$ cat src/rtl/fir_pkg.sv
// Shared constants, default-width types and the coefficient generator for the fir filter.
package fir_pkg;

  // Guard bits above the raw product width; enough headroom for up to 32 taps.
  localparam int unsigned OUT_EXTRA = 5;

  localparam int unsigned DefWidth      = 16;
  localparam int unsigned DefCoeffWidth = 16;

  typedef logic signed [DefWidth-1:0]                         sample_t;
  typedef logic signed [DefCoeffWidth-1:0]                    coeff_t;
  typedef logic signed [DefWidth+DefCoeffWidth+OUT_EXTRA-1:0] acc_t;

  // Triangular window: c[k] = min(k+1, taps-k) scaled by 2^(coeff_width-6).
  function automatic int fir_coeff(input int k, input int taps, input int coeff_width);
    int m;
    m = (k + 1 < taps - k) ? k + 1 : taps - k;
    return m <<< (coeff_width - 6);
  endfunction

endpackage

$ cat src/rtl/fir_adder_tree.sv
// Combinational signed binary adder tree summing N equal-width terms.
// Inputs are padded with zeros up to the next power of two; node 0 is the root,
// node i has children 2i+1 and 2i+2, leaves occupy the last Leaves slots.
module fir_adder_tree #(
  parameter int N = 2,
  parameter int W = 37
) (
  input  logic signed [W-1:0] terms_i [N],
  output logic signed [W-1:0] sum_o
);

  localparam int Levels = (N > 1) ? $clog2(N) : 1;
  localparam int Leaves = 1 << Levels;

  logic signed [W-1:0] node [2*Leaves-1];

  for (genvar i = 0; i < Leaves; i++) begin : g_leaf
    if (i < N) begin : g_term
      assign node[Leaves-1+i] = terms_i[i];
    end else begin : g_pad
      assign node[Leaves-1+i] = '0;
    end
  end

  for (genvar i = 0; i < Leaves - 1; i++) begin : g_node
    assign node[i] = node[2*i+1] + node[2*i+2];
  end

  assign sum_o = node[0];

endmodule

$ cat src/rtl/fir.sv
// Fully parallel direct-form FIR with a fixed symmetric triangular window.
// Optional macro FIR_PIPE_EN inserts a register stage between the multipliers
// and the adder tree, adding one cycle of latency without changing values.
module fir
  import fir_pkg::*;
#(
  parameter int WIDTH       = 16,
  parameter int COEFF_WIDTH = 16,
  parameter int TAPS        = 25
) (
  input  logic                                          clk,
  input  logic                                          rst,
  input  logic signed [WIDTH-1:0]                       in,
  output logic signed [WIDTH+COEFF_WIDTH+OUT_EXTRA-1:0] out
);

  localparam int AccW = WIDTH + COEFF_WIDTH + OUT_EXTRA;

  if (TAPS < 2 || TAPS > 32) begin : g_bad_taps
    $error("fir: TAPS must be in 2..32");
  end

  logic signed [WIDTH-1:0] x_q [TAPS];
  logic signed [WIDTH-1:0] x_d [TAPS];
  logic signed [AccW-1:0]  prod [TAPS];
  logic signed [AccW-1:0]  tree_in [TAPS];
  logic signed [AccW-1:0]  out_d;
  logic signed [AccW-1:0]  out_q;

  // Delay line shifts one position per clock, newest sample at x[0].
  always_comb begin
    x_d[0] = in;
    for (int k = 1; k < TAPS; k++) begin
      x_d[k] = x_q[k-1];
    end
  end

  // Delay line register; reset discards all history.
  always_ff @(posedge clk) begin
    if (rst) begin
      x_q <= '{default: '0};
    end else begin
      x_q <= x_d;
    end
  end

  // Both operands are sign-extended to the accumulator width, so the low AccW
  // bits of the product are exact.
  for (genvar k = 0; k < TAPS; k++) begin : g_tap
    localparam logic signed [AccW-1:0] Coeff = AccW'(fir_coeff(k, TAPS, COEFF_WIDTH));
    logic signed [AccW-1:0] x_ext;
    assign x_ext   = $signed({{(AccW-WIDTH){x_q[k][WIDTH-1]}}, x_q[k]});
    assign prod[k] = x_ext * Coeff;
  end

`ifdef FIR_PIPE_EN
  logic signed [AccW-1:0] prod_q [TAPS];

  // Product pipeline stage, cleared with the rest of the datapath.
  always_ff @(posedge clk) begin
    if (rst) begin
      prod_q <= '{default: '0};
    end else begin
      prod_q <= prod;
    end
  end

  assign tree_in = prod_q;
`else
  assign tree_in = prod;
`endif

  fir_adder_tree #(
    .N (TAPS),
    .W (AccW)
  ) u_adder_tree (
    .terms_i (tree_in),
    .sum_o   (out_d)
  );

  // Output register holds the full-precision sum.
  always_ff @(posedge clk) begin
    if (rst) begin
      out_q <= '0;
    end else begin
      out_q <= out_d;
    end
  end

  assign out = out_q;

endmodule

$ cat config.mk
export PLATFORM = sky130hd
export DESIGN_NAME = fir
export DESIGN_NICKNAME = d
export VERILOG_FILES = /design/src/rtl/fir_pkg.sv /design/src/rtl/fir_adder_tree.sv /design/src/rtl/fir.sv
export SDC_FILE = /design/constraint.sdc
export NUM_CORES = 2
export LEC_CHECK = 0
export ABC_AREA = 1
export CAP_MARGIN = 20
export CORE_MARGIN = 3
export CORE_UTILIZATION = 38
export DETAILED_ROUTE_END_ITERATION = 6
export SLEW_MARGIN = 10
export SYNTH_ARGS = -nofsm -noshare
export SYNTH_HDL_FRONTEND = slang
export SYNTH_SLANG_ARGS = --single-unit
$ cat constraint.sdc
create_clock -name clk -period 8.1 [get_ports clk]
set_input_delay 2.43 -clock clk [delete_from_list [all_inputs] [get_ports clk]]
set_output_delay 2.43 -clock clk [all_outputs]
set_load 0.05 [all_outputs]
==> flow_summary.toml <==
[outcome]
run_status = "completed"

[global_route]
antenna_found_initial = 0
grt_pass1_vias = 34200
grt_max_degree = 165
grt_pass1_wl_um = 195000
grt-ovfl-total = 0
grt.total_usage = 0.210

[sta]
worst_slew_pin_slew_ns = 0.868
skew_ns = 0.0191
max_freq_mhz = 128
drv_slew = 0
fin_crit_sh = 0.963
slew_headroom = 0.421
worst_hold_slack_ns = 0.427
finalSetupViolations = 0
hold_viol = 0
min_period_ns = 7.80

[routing]
vias_per_cell = 4.67
vias = 33100
wl_met3_um = 5960
drcViolationCount = 0
wl_met1_um = 59100
drt.antenna.violating_nets = 0
drt-total-wl_um = 124000
wl_met2_um = 57000
drt_iter0_drc = 2010
top_layer = "met4"
wl_per_cell_um = 17.5
first_pass_iters = 7

[yosys]
synth_compound_area_frac = 0.0592
syn-cell-area_mm2 = 0.0440
synth_top_family_by_area = "adder cells"
yosysWarnings = 0
synth-edff-count = 0
seq_area_frac_synth = 0.194
synthAdderAreaFrac = 0.411
synth.area.mux_share = 0
avgSynthCellArea_um2 = 8.07
synth_ff_type = "dfxtp_1"
yosys.area_share.simple = 0.167
synth.distinct_cells = 46
yosys.area_share.xor_xnor = 0.0442
postSynth.asyncResetShare = 0
synth_seq_cells = 426
syn_inst = 5446

[power]
ir_drop_uv = 180
p_per_area_mw_per_mm2 = 111
p_total_mw = 5.40
leakage_nw = 26.1

[clocking]
htree_num_levels = 2
clock_path_buffers = 3
clock_latency_ns = 0.63
cts_sinks = 426
clk_pin_slew_ns = 0.07
cts_tree = "done"
root_buffer = "clkbuf_16"
cts-buffers-inserted = 52
holdBufCountCts = 0

[die]
core-area_mm2 = 0.115
start_util = 0.383
rows = 124
die_y_um = 346
die_x_um = 346
die_area_mm2 = 0.120
num_io_pins = 55

[layout]
fillers = 11600
layout_common_cells = "inv_1, nand2_1, nor2_1"
final_common_cell = "inv_1"
syn2layout_area_growth_pct = 10.4
final_area_mm2 = 0.0485
drive_above_1_share = 0.0493
layout.nets = 6673
antennaDiodeCount = 0

[place]
dpl.hpwl_um = 109000
port_buffers = 44
dpl_cell_area_mm2 = 0.0464
gp_congestion = 0.938

[flow_run]
drv_cap = 0

[setup_path]
crit_top_cell = "fa_1"
critPathMaxFanout = 4
critPathArrivalTime_ns = 8.33
critical-path-max-stage-delay_ns = 0.58
worst-setup-path-type = "reg2reg"
end_kind = "flip-flop"
cp_slowest_cell = "fa_1"
crit_required_ns = 8.63
startpoint_type = "flip-flop"

[min_path]
hold_class = "reg2reg"
[synth_stat cells, drive strengths merged (34+ instances only)]
library cell | instances | area, um2
xnor2 | 83 | 727
a21oi | 257 | 1320
buf | 42 | 241
o21ai | 73 | 407
xor2 | 139 | 1220
dfxtp | 426 | 8530
o21bai | 34 | 278
nor2 | 675 | 2570
a21o | 45 | 338
nand2 | 849 | 3230
inv | 1374 | 5160
fa | 545 | 10900
nand3 | 210 | 1100
ha | 572 | 7160
[worst paths after layout]
path / cells past startpoint / slack (ns) / from / to
worst min-delay path: 2 / 0.43 / g_tap[0].x_ext[0] / g_tap[1].x_ext[0]
worst min register to register: 2 / 0.43 / g_tap[0].x_ext[0] / g_tap[1].x_ext[0]
worst max-delay path: 28 / 0.30 / g_tap[18].x_ext[1] / out[29]
worst max register to register: 28 / 0.30 / g_tap[18].x_ext[1] / out[29]
[cell type report]
cell class	count	area (um2)	area share
clock buffers	64	1450	0.0299
clock inverters	31	349	0.00719
inverters	1374	5160	0.106
multi-input cells	3595	30400	0.625
flip-flops and latches	426	8540	0.176
well taps	1512	1890	0.0390
repair buffers	89	796	0.0164
[metrics by stage]
| step | util | TNS, ns | instances | worst slack (ns) |
|---|---|---|---|---|
| floorplan | - | 0 | 5455 | 0.655 |
| global placement | 0.404 | 0 | 6992 | 0.0896 |
| detailed placement | 0.404 | 0 | 6992 | 0.0706 |
| CTS | 0.420 | 0 | 7087 | 0.0205 |
| global route | 0.423 | -0.0478 | 7091 | -0.0179 |
| finish | 0.423 | 0 | 7091 | 0.296 |
[critical path, delay by kind of cell (launching register included)]
kind                     cells  cell delay (ns)
AO/OA/AOI/OAI                2             0.54
adder cells (fa/ha/maj)     12             5.29
buffers and inverters        4             0.29
AND/OR/NAND/NOR             10             1.15
flip-flops                   1             0.42
[what timing repair did]
item / in CTS / in global routing
resized for setup: 0 / 83
setup buffers: 0 / 4
setup endpoints to repair: 0 / 14
[per-layer routing]
| layer | track usage | up-vias |
|---|---|---|
| met5 | 0 | - |
| met3 | 0.0282 | 109 |
| li1 | - | 16600 |
| met4 | 0.0415 | 0 |
| met1 | 0.295 | 15900 |
| met2 | 0.349 | 536 |
[logic make-up (layout without fill, tap and decap cells)]
kind of cell	count (synthesis)	after routing
xor gates and xnor gates	222	222
buffers and inverters	1434	1558
adders and majority gates	1117	1117
DFF	426	426
other	1	10
AOI/OAI and AO/OA	446	446
and+or+nand+nor	1800	1800
[where the power goes]
group,switching (mW),internal [mW]
sequential,0.0307,2.13
clock,1.04,1.44
combinational,0.490,0.264
[state kept, by name, indices dropped and copies added, names as in the netlist]
| signal | count |
|---|---|
| g_tap.x_ext | 400 |
| out | 26 |
(Power assumes the default switching activity.)
